File: config.mk
export PLATFORM = sky130hd
export DESIGN_NAME = bin2bcd_seq_flat
export DESIGN_NICKNAME = d
export VERILOG_FILES = /design/src/rtl/bin2bcd_pkg.sv /design/src/rtl/bin2bcd_seq_if.sv /design/src/rtl/bcd_add3.sv /design/src/rtl/bin2bcd_seq.sv /design/src/flat_wrapper.sv
export SDC_FILE = /design/constraint.sdc
export NUM_CORES = 1
export LEC_CHECK = 0
export BUFFER_PORTS_ARGS = -buffer_cell sky130_fd_sc_hd__buf_2
export CORE_ASPECT_RATIO = 0.9
export CORE_MARGIN = 2
export CORE_UTILIZATION = 30
export DETAILED_ROUTE_END_ITERATION = 8
export GPL_ROUTABILITY_DRIVEN = 1
export SLEW_MARGIN = 20
export SYNTH_ARGS = -nofsm -noshare
export SYNTH_HDL_FRONTEND = slang
export SYNTH_SLANG_ARGS = --single-unit
File: constraint.sdc
create_clock -name clk -period 2.49 [get_ports clk]
set_clock_uncertainty 0.15 [all_clocks]
set_input_delay 0.249 -clock clk [delete_from_list [all_inputs] [get_ports clk]]
set_output_delay 0.249 -clock clk [all_outputs]
set_load 0.02 [all_outputs]
File: src/rtl/bin2bcd_pkg.sv
// Shared types and constants for the sequential binary-to-BCD converter.
package bin2bcd_pkg;

  typedef enum logic [1:0] {
    IDLE  = 2'd0,
    SHIFT = 2'd1,
    DONE  = 2'd2
  } state_t;

  localparam int unsigned DIGIT_W = 4;
  localparam logic [DIGIT_W-1:0] NINE = 4'd9;

  // 10**n at 64 bits; large enough for the 9-digit maximum.
  function automatic logic [63:0] pow10(input int unsigned n);
    logic [63:0] r;
    r = 64'd1;
    for (int unsigned i = 0; i < n; i++) begin
      r = r * 64'd10;
    end
    return r;
  endfunction

endpackage

File: src/rtl/bin2bcd_seq_if.sv
// Request/result bundle for bin2bcd_seq: master issues start/bin_in,
// slave (the converter) returns ready/done/bcd_out/ovf.
interface bin2bcd_seq_if
  import bin2bcd_pkg::*;
#(
  parameter int unsigned BIN_W  = 7,
  parameter int unsigned DIGITS = 2
);

  logic                        start;
  logic [BIN_W-1:0]            bin_in;
  logic                        ready;
  logic                        done;
  logic [DIGIT_W*DIGITS-1:0]   bcd_out;
  logic                        ovf;

  modport master (
    output start, bin_in,
    input  ready, done, bcd_out, ovf
  );

  modport slave (
    input  start, bin_in,
    output ready, done, bcd_out, ovf
  );

endinterface

File: src/rtl/bcd_add3.sv
// Double-dabble correction cell: adds 3 to a BCD digit that is >= 5.
module bcd_add3
  import bin2bcd_pkg::*;
(
  input  logic [DIGIT_W-1:0] d,
  output logic [DIGIT_W-1:0] q
);

  // Pre-shift correction so the following doubling carries into the next digit.
  always_comb begin
    q = d;
    if (d >= 4'd5) q = d + 4'd3;
  end

endmodule

File: src/rtl/bin2bcd_seq.sv
// Sequential binary-to-BCD converter (shift-and-add-3), one bit per clock.
// Optional macro BIN2BCD_SAT_EN: saturate bcd_out to all nines on overflow.
module bin2bcd_seq
  import bin2bcd_pkg::*;
#(
  parameter int unsigned BIN_W  = 7,
  parameter int unsigned DIGITS = 2
)(
  input  logic              clk,
  input  logic              rst_n,
  bin2bcd_seq_if.slave      bus
);

  localparam int unsigned BCD_W = DIGIT_W * DIGITS;
  localparam int unsigned CNT_W = $clog2(BIN_W + 1);
  localparam logic [63:0] LIMIT = pow10(DIGITS);

  state_t             state_q, state_d;
  logic [BIN_W-1:0]   shift_q;
  logic [BCD_W-1:0]   work_q;
  logic [BCD_W-1:0]   adj;
  logic [BCD_W-1:0]   work_nx;
  logic [CNT_W-1:0]   cnt_q;
  logic [BCD_W-1:0]   bcd_q;
  logic               ovf_q;
  logic               ovf_pend_q;
  logic               ovf_next;
  logic               last_shift;

  for (genvar g = 0; g < DIGITS; g++) begin : g_digit
    bcd_add3 u_add3 (
      .d (work_q[g*DIGIT_W +: DIGIT_W]),
      .q (adj[g*DIGIT_W +: DIGIT_W])
    );
  end

  // Next working value; the top digit's shifted-out bit is dropped by the shift.
  always_comb begin
    work_nx    = (adj << 1) | BCD_W'(shift_q[BIN_W-1]);
    ovf_next   = 64'(bus.bin_in) >= LIMIT;
    last_shift = (state_q == SHIFT) && (cnt_q == CNT_W'(1));
  end

  // State register.
  always_ff @(posedge clk or negedge rst_n) begin
    if (!rst_n) state_q <= IDLE;
    else        state_q <= state_d;
  end

  // Next-state logic.
  always_comb begin
    state_d = state_q;
    case (state_q)
      IDLE:    if (bus.start) state_d = SHIFT;
      SHIFT:   if (last_shift) state_d = DONE;
      DONE:    state_d = IDLE;
      default: state_d = IDLE;
    endcase
  end

  // Datapath: capture on start, shift while converting, publish on the last shift.
  always_ff @(posedge clk or negedge rst_n) begin
    if (!rst_n) begin
      shift_q    <= '0;
      work_q     <= '0;
      cnt_q      <= '0;
      bcd_q      <= '0;
      ovf_q      <= 1'b0;
      ovf_pend_q <= 1'b0;
    end else begin
      case (state_q)
        IDLE: begin
          if (bus.start) begin
            shift_q    <= bus.bin_in;
            work_q     <= '0;
            cnt_q      <= CNT_W'(BIN_W);
            ovf_pend_q <= ovf_next;
          end
        end
        SHIFT: begin
          work_q  <= work_nx;
          shift_q <= shift_q << 1;
          cnt_q   <= cnt_q - CNT_W'(1);
          if (last_shift) begin
            ovf_q <= ovf_pend_q;
`ifdef BIN2BCD_SAT_EN
            bcd_q <= ovf_pend_q ? {DIGITS{NINE}} : work_nx;
`else
            bcd_q <= work_nx;
`endif
          end
        end
        default: ;
      endcase
    end
  end

  assign bus.ready   = (state_q == IDLE);
  assign bus.done    = (state_q == DONE);
  assign bus.bcd_out = bcd_q;
  assign bus.ovf     = ovf_q;

endmodule

File: src/flat_wrapper.sv
// flat-port wrapper written by rule: the top's interface ports become plain ports
module bin2bcd_seq_flat import bin2bcd_pkg::*;
#(
  parameter int unsigned BIN_W  = 7,
  parameter int unsigned DIGITS = 2
)
  (clk, rst_n, bus_start, bus_bin_in, bus_ready, bus_done, bus_bcd_out, bus_ovf);
  bin2bcd_seq_if #(.BIN_W(BIN_W), .DIGITS(DIGITS)) bus_i ();
  input  logic clk;
  input  logic rst_n;
  input wire logic [$bits(bus_i.start)-1:0] bus_start;
  input wire logic [$bits(bus_i.bin_in)-1:0] bus_bin_in;
  output wire logic [$bits(bus_i.ready)-1:0] bus_ready;
  output wire logic [$bits(bus_i.done)-1:0] bus_done;
  output wire logic [$bits(bus_i.bcd_out)-1:0] bus_bcd_out;
  output wire logic [$bits(bus_i.ovf)-1:0] bus_ovf;
  assign bus_i.start = bus_start;
  assign bus_i.bin_in = bus_bin_in;
  assign bus_ready = bus_i.ready;
  assign bus_done = bus_i.done;
  assign bus_bcd_out = bus_i.bcd_out;
  assign bus_ovf = bus_i.ovf;
  bin2bcd_seq #(.BIN_W(BIN_W), .DIGITS(DIGITS)) u_core (.clk(clk), .rst_n(rst_n), .bus(bus_i));
endmodule
==> flow_summary.json, run 1 <==
{
  "gp_congestion": 0.719,
  "synth.distinct_cells": 29,
  "seq_power_share_pct": 38.6,
  "synth.top_cell.area_share_pct": 50.4,
  "io_buffer_count": 20,
  "cp-start-kind": "flip-flop",
  "synth_top_cells_by_area": "dfrtp_1, o21ai_0, ha_1",
  "htreeDepth": 2,
  "synth.cell_area_um2": 1490,
  "r2r-end": "u_core.work_q[6]$_DFFE_PN0P_",
  "syn_inst": 146,
  "synth_edf_count": 0,
  "antenna_found_initial": 0,
  "max_slew.worst_pin.slew_ps": 681,
  "cts.path.max_buffers": 2,
  "drcViolationCount": 0,
  "final-setup-viol-count": 0,
  "initial_utilization_pct": 31.0,
  "final_net_count": 188,
  "dp_slack_ps": 765,
  "area_growth_syn_to_layout_pct": 18.2,
  "drive_above_1_share_pct": 24.3,
  "ys_seq_area_share_pct": 50.4,
  "hold_start": "bus_bin_in[0]",
  "rr_worst_depth": 6,
  "final_util_pct": 36.6,
  "dpl_cell_area_um2": 1660,
  "detail_route.wl_per_cell_um": 12.1,
  "grt_max_degree": 31,
  "clk-insertion-delay-late_ps": 270,
  "rows": 24,
  "antenna_cells": 0,
  "gr-total-overflow": 0,
  "yosysMostFrequentCell": "dfrtp_1",
  "drtAntennaViolNets": 0,
  "r2r-start": "u_core.work_q[4]$_DFFE_PN0P_",
  "layout_min_cycle_time_ps": 1720,
  "ys_seq_elements": 30,
  "yosysWarnings": 0,
  "power_frac_clock_pct": 18.7,
  "p_leak_nw": 0.834,
  "p_int_mw": 1.30,
  "worstPathArrival_ps": 1770,
  "final_area_um2": 1760,
  "fmax_mhz": 582,
  "maxCapViolCount": 0,
  "synth_top_area_cell": "dfrtp_1",
  "p_switching_uw": 842,
  "io_pins": 21,
  "end_kind": "flip-flop",
  "critPathMaxFanout": 3,
  "comb_power_share_pct": 42.7,
  "die_area_um2": 5540,
  "die_h_um": 70.8,
  "finalMaxSlewViolations": 0,
  "final.setup.worst_slack_ps": 772,
  "ys_dominant_reg_cell": "dfrtp_1",
  "drt_iter0_markers": 86,
  "cts_sinks": 30,
  "grt_setup_unrepaired": "false",
  "vias": 1081,
  "holdPathEnd": "u_core.shift_q[0]$_DFFE_PN0P_",
  "tns_ps": 0,
  "numCtsBuffers": 5,
  "cellPowerDensity_nw_per_um2": 1220,
  "maxSlewHeadroom_pct": 54.6,
  "cts_root_buffer": "clkbuf_8",
  "avgSynthCellArea_um2": 10.2,
  "status": "finished, final reports clean",
  "dp_hpwl_um": 1910,
  "grt_usage_pct": 11.7,
  "final_hold_viol_count": 0,
  "grt_pass1_wl_um": 5170,
  "worst_hold_path_type": "primary input to flip-flop",
  "syn_nets": 162,
  "cts_tree": "built",
  "core_um2": 4800,
  "r2r_slack_ps": 770,
  "synthArstFlopShare_pct": 100,
  "worstSetupPathType": "flip-flop to flip-flop",
  "timing.critical_path.required_ps": 2540,
  "min_path_cells": 3,
  "first_global_vias": 1128,
  "die_w_um": 78.3,
  "clk_pin_slew_ps": 60,
  "vdd_drop_max_mv": 0.315,
  "wirelength_um": 2880,
  "drtPass1Iterations": 4,
  "layout_worst_path_cycle_share_pct": 69.0,
  "synthTopCellsByCount": "dfrtp_1, nand2_1, o21ai_0",
  "cts_resized": 0,
  "viasPerCell": 4.54,
  "swShare_pct": 39.3
}
## stage by stage
stage          instances  hold slack (ps)  total power, mW
6_report             238              120             2.15
5_1_grt              238              148             2.34
4_1_cts              238              116             2.18
3_5_place_dp         229              178             1.76
3_3_place_gp         229              178             1.75
2_1_floorplan        146             -197             1.53
## cell type report
cell class                      count  area (µm²)
Fill cell                         483        3050
Sequential cell                    30         751
Multi-Input combinational cell    104         677
Timing Repair Buffer               24         133
Clock buffer                        7        86.3
Tap cell                           65        81.3
Inverter                            7        26.3
Clock inverter                      1        5.00
## registers in the layout (all words and copies together) (netlist names)
name	count
u_core.ovf_pend_q	1
u_core.shift_q	7
u_core.work_q	8
u_core.state_q	2
u_core.cnt_q	3
u_core.bus.ovf	1
u_core.bus.bcd_out	8
## power by group through the flow
stage / Combinational, mW / Clock, mW / Sequential, mW
after floorplan: 0.635 / 0 / 0.893
after detailed placement: 0.928 / 0 / 0.836
final: 0.917 / 0.401 / 0.828
after CTS: 0.934 / 0.416 / 0.829
after global placement: 0.914 / 0 / 0.837
after global routing: 1.05 / 0.435 / 0.857
## critical path, stage by stage (launching register included)
cell and delay (ps):
dfrtp_1 390, inv_1 90, ha_1 190, nand2b_1 60, a21oi_1 230, mux2_2 390
o21ai_0 140
## what timing repair did
action	CTS	global route
setup buffers	0	0
hold buffers	1	0
hold endpoints to repair	30	0
## logic make-up after synthesis
group / count (synthesis) / synth area share (%)
AOI/OAI and AO/OA: 48 / 19.9
xor gates and xnor gates: 2 / 1.18
adders and majority gates: 6 / 5.04
buffers and inverters: 12 / 4.12
DFF: 30 / 50.4
muxes: 4 / 3.53
and+or+nand+nor: 44 / 15.8
## cells in the final DEF, fill, tap and decap left out, types with 3 or more instances in the layout
cell      instances
a21oi_1          12
nor3b_1           3
o21ai_0          18
a22oi_1           7
o21ai_2           5
inv_1             6
clkbuf_8          6
buf_4             3
buf_2            20
nor2b_1           8
ha_1              6
dfrtp_1          30
nand2_1          18
nand2b_1          3
nor2_1            5
and2b_1           3
## metal layers
layer / GRT usage [%] / part of all wire, % / vias to the layer above
met2: 18.6 / 46 / 11
met3: 3.19 / 2.7 / 4
met5: 0 / 0 / -
li1: - / - / 561
met1: 15.4 / 50 / 505
met4: 4.68 / 1.3 / 0
## how the worst max path moves through the flow
| stage | slack, ps | to | startpoint |
|---|---|---|---|
| 4_1_cts | 750 | u_core.work_q[6]$_DFFE_PN0P_ | u_core.work_q[4]$_DFFE_PN0P_ |
| 3_5_place_dp | 770 | u_core.work_q[6]$_DFFE_PN0P_ | u_core.work_q[4]$_DFFE_PN0P_ |
| 5_1_grt | 580 | u_core.work_q[6]$_DFFE_PN0P_ | u_core.work_q[4]$_DFFE_PN0P_ |
| 2_1_floorplan | 850 | u_core.work_q[2]$_DFFE_PN0P_ | u_core.work_q[0]$_DFFE_PN0P_ |
| 3_3_place_gp | 790 | u_core.work_q[6]$_DFFE_PN0P_ | u_core.work_q[4]$_DFFE_PN0P_ |
| 6_report | 770 | u_core.work_q[6]$_DFFE_PN0P_ | u_core.work_q[4]$_DFFE_PN0P_ |
Note: power is estimated with default switching activity, not from simulation.
==> inputs of run 2 (changes only) <==
- clock period: 2.49 -> 1.52 ns (I/O delays scaled with it)
==> flow_summary.json, run 2 (synthesized netlist as in run 1, its figures left out) <==
{
  "drcViolationCount": 0,
  "cellPowerDensity_nw_per_um2": 2080,
  "drt_iter0_markers": 84,
  "drtAntennaViolNets": 0,
  "gp_congestion": 0.778,
  "first_global_vias": 1179,
  "layout_common_cells": "dfrtp_1, buf_2, buf_4, nand2_1, o21ai_0",
  "drive_above_1_share_pct": 40.2,
  "end_kind": "flip-flop",
  "wirelength_um": 3290,
  "top_layer": "met4",
  "finalMaxSlewViolations": 0,
  "worstSetupPathType": "flip-flop to flip-flop",
  "detail_route.wl_per_cell_um": 13.0,
  "die_h_um": 70.8,
  "vdd_drop_max_mv": 0.666,
  "numCtsBuffers": 5,
  "hold_ws_ps": 19.0,
  "final.setup.worst_slack_ps": -24.3,
  "final_util_pct": 41.1,
  "final_net_count": 205,
  "maxSlewHeadroom_pct": 73.5,
  "layout_commonest_cell": "dfrtp_1",
  "r2r_slack_ps": -20,
  "cts_tree": "built",
  "min_path_cells": 3,
  "holdPathEnd": "u_core.shift_q[4]$_DFFE_PN0P_",
  "wl_met1_um": 1520,
  "met2_length_um": 1630,
  "critical_path_buf_inv_count": 0,
  "fmax_mhz": 648,
  "area_growth_syn_to_layout_pct": 32.6,
  "maxCapViolCount": 0,
  "dp_slack_ps": -65.4,
  "worstPathArrival_ps": 1600,
  "dp_hpwl_um": 2330,
  "antenna_cells": 0,
  "r2r-start": "u_core.work_q[4]$_DFFE_PN0P_",
  "io_pins": 21,
  "layout_min_cycle_time_ps": 1540,
  "drtPass1Iterations": 4,
  "io_buffer_count": 20,
  "core_um2": 4800,
  "die_w_um": 78.3,
  "grt_setup_unrepaired": "true",
  "clk-insertion-delay-late_ps": 280,
  "worstPathCellList": "ha_2 > nand2b_4 > a21oi_4 > mux2_4 > o21ai_2",
  "layout_worst_path_cycle_share_pct": 102,
  "worst_hold_path_type": "primary input to flip-flop",
  "hold_start": "bus_bin_in[4]",
  "dpl_cell_area_um2": 1810,
  "status": "complete, but fails checks",
  "fillerInstances": 498,
  "max_slew.worst_pin.slew_ps": 398,
  "crit_family": "flip-flops",
  "final_area_um2": 1970,
  "grt_pass1_wl_um": 5400,
  "final-setup-viol-count": 6,
  "slowest_stage": "dfrtp_1",
  "power.total_mw": 4.11,
  "viasPerCell": 4.72,
  "critPathMaxFanout": 3,
  "timing.critical_path.required_ps": 1580,
  "r2r-end": "u_core.work_q[6]$_DFFE_PN0P_",
  "vias": 1199,
  "critical_path.max_stage_delay_ps": 400,
  "route.met3.wl_um": 89,
  "clk_pin_slew_ps": 60,
  "cp-start-kind": "flip-flop",
  "final_hold_viol_count": 0,
  "antenna_found_initial": 0,
  "cts.path.max_buffers": 2,
  "rr_worst_depth": 5,
  "cts_sinks": 30,
  "htreeDepth": 2,
  "grt_max_degree": 31,
  "p_leak_nw": 0.928,
  "die_area_um2": 5540,
  "grt_usage_pct": 12.6,
  "rows": 24,
  "initial_utilization_pct": 31.0,
  "gr-total-overflow": 0,
  "violations": "setup timing",
  "cts_root_buffer": "clkbuf_8"
}
run 2: changes by cell type in the layout (fill, tap and decap cells not counted), moves of 3 or more:
cell / previous run / this run
buf_4: 3 / 19
ha_1: 6 / 1
ha_2: 0 / 3
inv_1: 6 / 1
inv_2: 1 / 6
run 2: worst max-delay path by stage:
stage,end,cells after the start,startpoint
floorplan,u_core.work_q[6]$_DFFE_PN0P_,6,u_core.work_q[4]$_DFFE_PN0P_
global placement,u_core.work_q[6]$_DFFE_PN0P_,6,u_core.work_q[5]$_DFFE_PN0P_
detailed placement,u_core.work_q[6]$_DFFE_PN0P_,6,u_core.work_q[5]$_DFFE_PN0P_
CTS,u_core.work_q[2]$_DFFE_PN0P_,5,u_core.work_q[0]$_DFFE_PN0P_
global route,u_core.work_q[6]$_DFFE_PN0P_,6,u_core.work_q[5]$_DFFE_PN0P_
finish,u_core.work_q[6]$_DFFE_PN0P_,5,u_core.work_q[4]$_DFFE_PN0P_
run 2: where the power goes:
group | total, mW | leakage (nW) | switching, mW | internal (mW)
clock | 0.597 | 0.0383 | 0.283 | 0.314
combinational | 2.10 | 0.510 | 1.06 | 1.04
sequential | 1.41 | 0.380 | 0.276 | 1.13
run 2: layout make-up:
type,instances,area (µm²),area share [%]
Sequential cell,30,751,38.0
Inverter,7,26.3,1.33
Timing Repair Buffer,41,264,13.4
Clock buffer,7,76.3,3.87
Tap cell,65,81.3,4.12
Multi-Input combinational cell,104,776,39.3
run 2: stage by stage:
stage | instances | setup TNS, ps
finish | 254 | -63.3
global placement | 243 | -33.5
floorplan | 146 | 0
global route | 254 | -518
CTS | 251 | -86.8
detailed placement | 243 | -217
run 2: what timing repair did:
action | in CTS | in global routing
hold buffers | 1 | 0
endpoints found under the setup margin | 5 | 16
resized for setup | 8 | 7
buffers inserted | 0 | 3
pin swaps | 0 | 1
endpoints found under the hold margin | 30 | 0
run 2: metal layers:
layer | vias up | GRT usage (%)
li1 | 593 | -
met1 | 584 | 15.9
met2 | 18 | 20.7
met3 | 4 | 3.83
met4 | 0 | 4.68
met5 | - | 0
run 2: tightest hold or removal path, stage by stage:
cell     delay [ps]
buf_2            80
a21oi_1          50
o21ai_0         120
==> inputs of run 3 (changes only) <==
- ABC_AREA: default -> 1
- SYNTH_HIERARCHICAL: default -> 1
==> flow_summary.json, run 3 <==
{
  "max_slew.worst_pin.slew_ps": 390,
  "maxCapViolCount": 0,
  "drcViolationCount": 0,
  "maxSlewHeadroom_pct": 74.0,
  "viasPerCell": 4.33,
  "drive_above_1_share_pct": 34.7,
  "cts_sinks": 30,
  "yosysWarnings": 6,
  "min_path_cells": 5,
  "antenna_found_initial": 0,
  "layout_common_cells": "nand2_1, dfrtp_1, buf_2, inv_1",
  "detail_route.wl_per_cell_um": 10.5,
  "io_buffer_count": 20,
  "layout_worst_path_cycle_share_pct": 95.8,
  "cts.path.max_buffers": 2,
  "final_net_count": 251,
  "syn_nets": 212,
  "vdd_drop_max_mv": 0.833,
  "hold_ws_ps": 22.9,
  "r2r_slack_ps": 60,
  "io_pins": 21,
  "avgSynthCellArea_um2": 8.19,
  "dp_slack_ps": -31.0,
  "power.total_mw": 4.54,
  "grt_pass1_wl_um": 5630,
  "gp_congestion": 0.768,
  "final.setup.worst_slack_ps": 63.4,
  "clk-insertion-delay-late_ps": 270,
  "critPathMaxFanout": 5,
  "die_h_um": 73.4,
  "grt_usage_pct": 12.3,
  "final_cells": 303,
  "hold_start": "bus_bin_in[3]",
  "vias": 1311,
  "worstSetupPathType": "flip-flop to flip-flop",
  "final-setup-viol-count": 0,
  "final_hold_viol_count": 0,
  "rows": 25,
  "p_leak_nw": 1.08,
  "rr_worst_depth": 8,
  "first_global_vias": 1293,
  "htreeDepth": 2,
  "core_um2": 5190,
  "cellPowerDensity_nw_per_um2": 2180,
  "wirelength_um": 3190,
  "syn_inst": 196,
  "layout_commonest_cell": "nand2_1",
  "gr-total-overflow": 0,
  "drtAntennaViolNets": 0,
  "timing.critical_path.required_ps": 1570,
  "r2r-start": "u_core/work_q[0]$_DFFE_PN0P_",
  "die_area_um2": 5950,
  "clk_pin_slew_ps": 70,
  "tns_ps": 0,
  "initial_utilization_pct": 30.9,
  "finalMaxSlewViolations": 0,
  "layout_min_cycle_time_ps": 1460,
  "fmax_mhz": 687,
  "worst_hold_path_type": "primary input to flip-flop",
  "end_kind": "flip-flop",
  "fillerInstances": 544,
  "grt_max_degree": 31,
  "drt_iter0_markers": 35,
  "dp_cells": 288,
  "antenna_cells": 0,
  "drtPass1Iterations": 4,
  "cp-start-kind": "flip-flop",
  "dp_hpwl_um": 2270,
  "die_w_um": 81.1,
  "synth.cell_area_um2": 1610,
  "holdPathEnd": "u_core/shift_q[3]$_DFFE_PN0P_",
  "cts_tree": "built",
  "area_growth_syn_to_layout_pct": 30.0,
  "worstPathArrival_ps": 1510,
  "r2r-end": "u_core/work_q[2]$_DFFE_PN0P_",
  "cts_root_buffer": "clkbuf_8",
  "numCtsBuffers": 5,
  "status": "finished, final reports clean"
}
run 3: cell type report:
type | count | area (µm²) | area share (%)
Clock buffer | 6 | 82.6 | 3.96
Clock inverter | 2 | 60.1 | 2.88
Inverter | 27 | 101 | 4.86
Multi-Input combinational cell | 134 | 747 | 35.8
Sequential cell | 30 | 752 | 36.0
Tap cell | 67 | 83.8 | 4.02
Timing Repair Buffer | 37 | 260 | 12.5
run 3: through the flow:
step	cell area, µm²	utilization (%)
after global routing	2090	40.2
after global placement	1840	35.4
after detailed placement	1840	35.4
final	2090	40.2
after CTS	2010	38.6
after floorplan	1610	-
run 3: routing by layer:
metal | wire length [µm] | track usage, % | vias to the layer above
met1 | 1550 | 15.3 | 606
li1 | - | - | 681
met3 | 117 | 3.07 | 2
met4 | 14 | 4.90 | 0
met5 | 0 | 0 | -
met2 | 1510 | 20.5 | 22
run 3: worst max-delay path by stage:
stage	slack, ps	start	to
after CTS	10	u_core/state_q[0]$_DFFE_PN0P_	bus_done
after global routing	-8	u_core/work_q[1]$_DFFE_PN0P_	u_core/bus.bcd_out[2]$_DFFE_PN0P_
after detailed placement	-30	u_core/work_q[0]$_DFFE_PN0P_	u_core/work_q[2]$_DFFE_PN0P_
final	60	u_core/work_q[0]$_DFFE_PN0P_	u_core/work_q[2]$_DFFE_PN0P_
after floorplan	100	u_core/work_q[0]$_DFFE_PN0P_	u_core/work_q[2]$_DFFE_PN0P_
after global placement	50	u_core/work_q[0]$_DFFE_PN0P_	u_core/work_q[2]$_DFFE_PN0P_
run 3: worst max-delay path, cell delays in order (launching register included):
cell and delay, ps:
dfrtp_1 430, ha_2 200, nand2_1 70, nand2_2 70, nor2_4 150, nand2_1 80, o21ai_2 50, inv_1 70
o21ai_1 120
run 3: power by group:
group / leakage (nW) / internal [mW] / total (mW) / switching (mW)
clock network: 0.0714 / 0.699 / 1.01 / 0.312
registers: 0.380 / 1.14 / 1.38 / 0.237
logic: 0.631 / 0.889 / 2.15 / 1.26
run 3: timing repair:
action	4_1_cts	5_1_grt
hold buffers	2	0
endpoints found under the hold margin	31	0
pin swaps	0	8
resized for setup	3	19
buffers inserted	0	5
endpoints found under the setup margin	3	10
